`src/rtl/alu_input_sequencer_if.sv`:
```
// alu_input_sequencer_if: switch/button inputs, ALU operand/opcode outputs and result feedback for the sequencer
//   i_sw        slide switches, low bits are the value loaded
//   i_btn       raw push buttons: [0] load A, [1] load B, [2] load opcode
//   i_resultado combinational ALU result
//   o_dato_a, o_dato_b, o_operador  registered ALU inputs
//   o_leds, o_valid                 latched result and its one-cycle update pulse
//   o_estado                        FSM state for debug LEDs
interface alu_input_sequencer_if #(
    parameter int NB_DATA     = 8,
    parameter int NB_OPERADOR = 6,
    parameter int NB_SW       = 8
);
    logic [NB_SW-1:0]       i_sw;
    logic [2:0]             i_btn;
    logic [NB_DATA-1:0]     i_resultado;
    logic [NB_DATA-1:0]     o_dato_a;
    logic [NB_DATA-1:0]     o_dato_b;
    logic [NB_OPERADOR-1:0] o_operador;
    logic [NB_DATA-1:0]     o_leds;
    logic                   o_valid;
    logic [1:0]             o_estado;
    modport master (
        output i_sw, i_btn, i_resultado,
        input  o_dato_a, o_dato_b, o_operador, o_leds, o_valid, o_estado
    );
    modport slave (
        input  i_sw, i_btn, i_resultado,
        output o_dato_a, o_dato_b, o_operador, o_leds, o_valid, o_estado
    );
endinterface

```
`src/rtl/alu_input_sequencer.sv`:
```
// alu_input_sequencer: debounces three load buttons and steps A -> B -> opcode -> execute, latching the ALU result
//   i_clk, i_reset  clock and synchronous active-high reset
//   bus             alu_input_sequencer_if.slave: switches, buttons, ALU result in; operands, opcode, LEDs, valid, state out
module alu_input_sequencer #(
    parameter int NB_DATA         = 8,
    parameter int NB_OPERADOR     = 6,
    parameter int NB_SW           = 8,
    parameter int DEBOUNCE_CYCLES = 4
) (
    input logic                  i_clk,
    input logic                  i_reset,
    alu_input_sequencer_if.slave bus
);
    localparam int CW = $clog2(DEBOUNCE_CYCLES + 1);
    typedef enum logic [1:0] {WAIT_A = 2'b00, WAIT_B = 2'b01, WAIT_OP = 2'b10, EXEC = 2'b11} state_t;
    state_t                 state_q;
    logic [2:0]             sync1_q, sync2_q, deb_q, deb_dly_q, pulse;
    logic [CW-1:0]          cnt_q [3];
    logic [NB_DATA-1:0]     dato_a_q, dato_b_q, leds_q;
    logic [NB_OPERADOR-1:0] operador_q;
    logic                   valid_q;
    // one pulse per accepted rising edge of the debounced level
    assign pulse = deb_q & ~deb_dly_q;
    always_ff @(posedge i_clk) begin
        if (i_reset) begin
            sync1_q   <= '0;
            sync2_q   <= '0;
            deb_q     <= '0;
            deb_dly_q <= '0;
            for (int i = 0; i < 3; i++) cnt_q[i] <= '0;
        end else begin
            sync1_q   <= bus.i_btn;
            sync2_q   <= sync1_q;
            deb_dly_q <= deb_q;
            // a level change is accepted only after DEBOUNCE_CYCLES consecutive disagreeing samples
            for (int i = 0; i < 3; i++) begin
                if (sync2_q[i] != deb_q[i]) begin
                    if (cnt_q[i] == CW'(DEBOUNCE_CYCLES - 1)) begin
                        deb_q[i] <= sync2_q[i];
                        cnt_q[i] <= '0;
                    end else begin
                        cnt_q[i] <= cnt_q[i] + CW'(1);
                    end
                end else begin
                    cnt_q[i] <= '0;
                end
            end
        end
    end
    always_ff @(posedge i_clk) begin
        if (i_reset) begin
            state_q    <= WAIT_A;
            dato_a_q   <= '0;
            dato_b_q   <= '0;
            operador_q <= '0;
            leds_q     <= '0;
            valid_q    <= 1'b0;
        end else begin
            valid_q <= 1'b0;
            // only the pulse matching the current state is acted on; others are dropped
            case (state_q)
                WAIT_A: if (pulse[0]) begin
                    dato_a_q <= bus.i_sw[NB_DATA-1:0];
                    state_q  <= WAIT_B;
                end
                WAIT_B: if (pulse[1]) begin
                    dato_b_q <= bus.i_sw[NB_DATA-1:0];
                    state_q  <= WAIT_OP;
                end
                WAIT_OP: if (pulse[2]) begin
                    operador_q <= bus.i_sw[NB_OPERADOR-1:0];
                    state_q    <= EXEC;
                end
                EXEC: begin
                    leds_q  <= bus.i_resultado;
                    valid_q <= 1'b1;
                    state_q <= WAIT_A;
                end
                default: state_q <= WAIT_A;
            endcase
        end
    end
    assign bus.o_dato_a   = dato_a_q;
    assign bus.o_dato_b   = dato_b_q;
    assign bus.o_operador = operador_q;
    assign bus.o_leds     = leds_q;
    assign bus.o_valid    = valid_q;
    assign bus.o_estado   = state_q;
endmodule

```
`src/flat_wrapper.sv`:
```
// flat-port wrapper written by rule: the top's interface ports become plain ports
module alu_input_sequencer_flat 
#(
    parameter int NB_DATA         = 8,
    parameter int NB_OPERADOR     = 6,
    parameter int NB_SW           = 8,
    parameter int DEBOUNCE_CYCLES = 4
)
  (i_clk, i_reset, bus_i_sw, bus_i_btn, bus_i_resultado, bus_o_dato_a, bus_o_dato_b, bus_o_operador, bus_o_leds, bus_o_valid, bus_o_estado);
  alu_input_sequencer_if #(.NB_DATA(NB_DATA), .NB_OPERADOR(NB_OPERADOR), .NB_SW(NB_SW)) bus_i ();
  input logic i_clk;
  input logic i_reset;
  input wire logic [$bits(bus_i.i_sw)-1:0] bus_i_sw;
  input wire logic [$bits(bus_i.i_btn)-1:0] bus_i_btn;
  input wire logic [$bits(bus_i.i_resultado)-1:0] bus_i_resultado;
  output wire logic [$bits(bus_i.o_dato_a)-1:0] bus_o_dato_a;
  output wire logic [$bits(bus_i.o_dato_b)-1:0] bus_o_dato_b;
  output wire logic [$bits(bus_i.o_operador)-1:0] bus_o_operador;
  output wire logic [$bits(bus_i.o_leds)-1:0] bus_o_leds;
  output wire logic [$bits(bus_i.o_valid)-1:0] bus_o_valid;
  output wire logic [$bits(bus_i.o_estado)-1:0] bus_o_estado;
  assign bus_i.i_sw = bus_i_sw;
  assign bus_i.i_btn = bus_i_btn;
  assign bus_i.i_resultado = bus_i_resultado;
  assign bus_o_dato_a = bus_i.o_dato_a;
  assign bus_o_dato_b = bus_i.o_dato_b;
  assign bus_o_operador = bus_i.o_operador;
  assign bus_o_leds = bus_i.o_leds;
  assign bus_o_valid = bus_i.o_valid;
  assign bus_o_estado = bus_i.o_estado;
  alu_input_sequencer #(.NB_DATA(NB_DATA), .NB_OPERADOR(NB_OPERADOR), .NB_SW(NB_SW), .DEBOUNCE_CYCLES(DEBOUNCE_CYCLES)) u_core (.i_clk(i_clk), .i_reset(i_reset), .bus(bus_i));
endmodule
```
`config.mk`:
```
export PLATFORM = sky130hd
export DESIGN_NAME = alu_input_sequencer_flat
export DESIGN_NICKNAME = d
export VERILOG_FILES = /design/src/rtl/alu_input_sequencer_if.sv /design/src/rtl/alu_input_sequencer.sv /design/src/flat_wrapper.sv
export SDC_FILE = /design/constraint.sdc
export NUM_CORES = 1
export LEC_CHECK = 0
export CORE_MARGIN = 3
export CORE_UTILIZATION = 51
export CTS_CLUSTER_SIZE = 40
export DETAILED_ROUTE_END_ITERATION = 10
export PLACE_DENSITY = 0.83
export SETUP_SLACK_MARGIN = 0.05
export SYNTH_ARGS = -nofsm -noshare
export SYNTH_HDL_FRONTEND = slang
export SYNTH_SLANG_ARGS = --single-unit
```
`constraint.sdc`:
```
create_clock -name i_clk -period 3.15 [get_ports i_clk]
set_input_delay 0.63 -clock i_clk [delete_from_list [all_inputs] [get_ports i_clk]]
set_output_delay 0.63 -clock i_clk [all_outputs]
set_load 0.03 [all_outputs]
```
==> key figures <==
Placed design
  – PortBufs: 53
  – Cells after DPL: between 200 and 300
  – Setup slack at placement: between 1000 and 1500 ps
  – Hpwl dp: 2600 um
  – GP Congestion: 0.725

Worst setup path
  – R2R Path End: u_core.bus.o_dato_a[5]
  – Worst Setup Start Kind: flip-flop
  – Crit path DAT: 1440 ps
  – Reg2reg start: u_core.bus.o_estado[0]
  – Worst setup endpoint: bus_o_estado[0]
  – Crit path depth: 1
  – CP max stage cell: clkdlybuf4s50_1
  – Crit path cell chain: clkdlybuf4s50_1
  – CP Capture Type: output port
  – Crit-path leading delay family: buffers and inverters
  – Critical path peak fanout: 5
  – R2R depth: 5
  – Crit-path max cell delay: 710 ps
  – Worst path required time: between 2000 and 3000 ps
  – Worst path bufs/invs: 1
  – Reg2Reg Setup Slack: roughly 1500 ps
  – Setup CP Type: reg -> out
  – CP startpoint: u_core.bus.o_estado[0]

Cells and area
  – Sequential Area: between 1000 and 1500 um2
  – Antenna fix cells: 0
  – Post-layout util: 0.734
  – Fillers: 277
  – Non-Filler Instances: 296
  – Area delta synth->final: 34.7%
  – Layout cells sized above 1: 0.0403
  – Final #Nets: approximately 280
  – Area of the multi-input gates: 845 um2

Timing
  – Setup TNS Final: 0 ps
  – Max-slew headroom: 0.608
  – Setup slack after layout: 1080 ps
  – F_max: 0.483 GHz
  – Slew Limit Fails: 0
  – Min Clock Period, post-route: 2070 ps
  – Hold Fails Final Rpt: 0
  – Worst clock skew: 9.95 ps
  – RSZ-0062 raised after global routing: false
  – Least-Margin Pin Slew: 587 ps
  – Hold slack: about 450 ps
  – Tcrit/Tclk final: 0.657
  – Finish-stage setup viols: 0

Pwr
  – Sequential fraction of design power: 0.555
  – Psw: ~300 uW
  – PwrDens: roughly 480 nW/um2
  – Switching share of power: 0.226
  – Clock share of power: 0.332
  – P_leak: approximately 0.0012 uW
  – Combinational power share: 0.113
  – Max VDD drop: 0.000260 V
  – Int Pwr: 1020 uW

Global routing
  – GRT Util Overall: 0.164
  – Global route overflow: 0
  – Initial antenna violation count: 0
  – First-pass GRT wire length: around 6300 um
  – Vias in the first global route: 1,352
  – Largest net degree at the start of global routing: 26

Clock tree
  – Root Buffer: clkbuf_8
  – Clock Pin Slew Worst Setup and Hold Paths: approximately 100 ps
  – Post-CTS setup buffer count: 0
  – H-tree depth: 2
  – CTS buffer count: 5
  – Bufs on Longest Clock Path: 2
  – Clk sinks: 54
  – Cts hold-fix bufs: 0
  – Clock Latency Late Sink: about 300 ps
  – CTS tree: built
  – Post-CTS sizing: 0

Synthesis
  – Mapped Cells: 185
  – Top cells by area, synth: dfxtp_1, mux2i_1, edfxtp_1
  – Sequential area share after synthesis: 0.570
  – Post-synthesis register bit count: 54
  – Area leader, netlist: dfxtp_1
  – Yosys cell types: 19
  – Synth Cell Area: 2050 um2
  – Synth Area per Inst: between 10 and 15 um2
  – Ys Warns: 0
  – Synth top area share: 0.439

Route
  – Via count: 1,404
  – DRC Markers: 0
  – TritonRoute pass-1 iters: 4
  – DRT iter0 DRCs: between 70 and 80
  – WL final: between 3000 and 4000 um
  – ANT nets after route: 0
  – Routed vias/inst: around 4.7
  – Wire length per cell: 12.1 um

Die
  – Die height: 69.5 um
  – # rows: 22
  – Ports: 54
  – Die area: 4820 um2
  – Area of the core: ~3800 um2
  – Die width: 69.5 um
  – Initial Util: 0.544

Run
  – Max_cap viols: 0

Hold path
  – Hold Crit Class: reg -> reg

Outcome
  – Outcome: complete, no violations
[state kept, by name, summed over array words and instances (netlist names)]
signal                 count
u_core.bus.o_dato_b        8
u_core.bus.o_dato_a        8
u_core.bus.o_operador      6
u_core.deb_q               3
u_core.bus.o_valid         1
u_core.cnt_q               9
u_core.sync2_q             3
u_core.bus.o_estado        2
u_core.sync1_q             3
u_core.deb_dly_q           3
u_core.bus.o_leds          8
[layer usage]
metal,part of all wire,GRT usage,vias to the layer above
li1,-,-,721
met1,0.48,0.214,647
met2,0.44,0.242,30
met3,0.060,0.0638,6
met4,0.019,0.0716,0
met5,0,0,-
[kinds of logic after synthesis]
logic type	after synthesis	synth area share
mux	34	0.166
fa+ha+maj	10	0.0609
compound gates	3	0.0140
other cells	1	0.00183
buf+inv	17	0.0329
flops	54	0.570
simple gates	63	0.141
xor+xnor	3	0.0128
[placed cells by master, fill, tap and decap left out, types with 2 or more instances in the layout]
| master | Yosys | routed |
|---|---|---|
| xnor2_1 | 3 | 3 |
| inv_1 | 9 | 9 |
| clkbuf_8 | 0 | 6 |
| nand2_1 | 2 | 2 |
| buf_4 | 0 | 2 |
| mux2i_1 | 34 | 34 |
| nand2b_1 | 3 | 3 |
| nor2b_1 | 9 | 9 |
| or3_1 | 3 | 3 |
| nor2_1 | 42 | 42 |
| conb_1 | 1 | 9 |
| dfxtp_1 | 45 | 45 |
| edfxtp_1 | 9 | 9 |
| ha_1 | 10 | 10 |
| nand3b_1 | 3 | 3 |
| clkdlybuf4s50_1 | 0 | 53 |
[power groups by stage]
stage | Clock [uW] | Combinational, uW | Sequential [uW]
2_1_floorplan | 0 | 72.9 | 763
3_3_place_gp | 0 | 149 | 748
3_5_place_dp | 0 | 150 | 750
4_1_cts | 448 | 151 | 734
5_1_grt | 480 | 165 | 737
6_report | 438 | 149 | 733
[cell usage after synthesis, drive strengths merged]
master and n:
clkbuf 5, nor2b 10, inv 9, a222oi 1, xnor2 3, nor2 42, mux2i 34, nand2b 3
nand3b 3, edfxtp 9, buf 3, ha 10, conb 1, a211o 1, dfxtp 45, nand2 2
o211a 1, or3 3
[through the flow]
stage / power, uW / instance area (um2)
5_1_grt: 1380 / 2770
2_1_floorplan: 836 / 2080
6_report: 1320 / 2770
3_3_place_gp: 896 / 2660
4_1_cts: 1330 / 2770
3_5_place_dp: 900 / 2660
[how the worst min path moves through the flow]
stage	depth (start not counted)	start	slack, ps	endpoint
after detailed placement	1	u_core.sync1_q[2]	430	u_core.sync2_q[2]
after global routing	1	u_core.sync1_q[2]	470	u_core.sync2_q[2]
after CTS	1	u_core.sync1_q[2]	450	u_core.sync2_q[2]
after floorplan	1	u_core.sync1_q[0]	410	u_core.sync2_q[0]
final	1	u_core.sync1_q[2]	450	u_core.sync2_q[2]
after global placement	1	u_core.sync1_q[0]	420	u_core.sync2_q[0]
[area by class of cell]
| cell class | count | area share |
|---|---|---|
| clock buffer | 8 | 0.0403 |
| multi-input combinational | 122 | 0.305 |
| sequential | 54 | 0.423 |
| tap | 48 | 0.0217 |
| timing repair buffer | 55 | 0.197 |
| inverter | 9 | 0.0122 |
No activity file was read; power rests on OpenSTA's default activity.
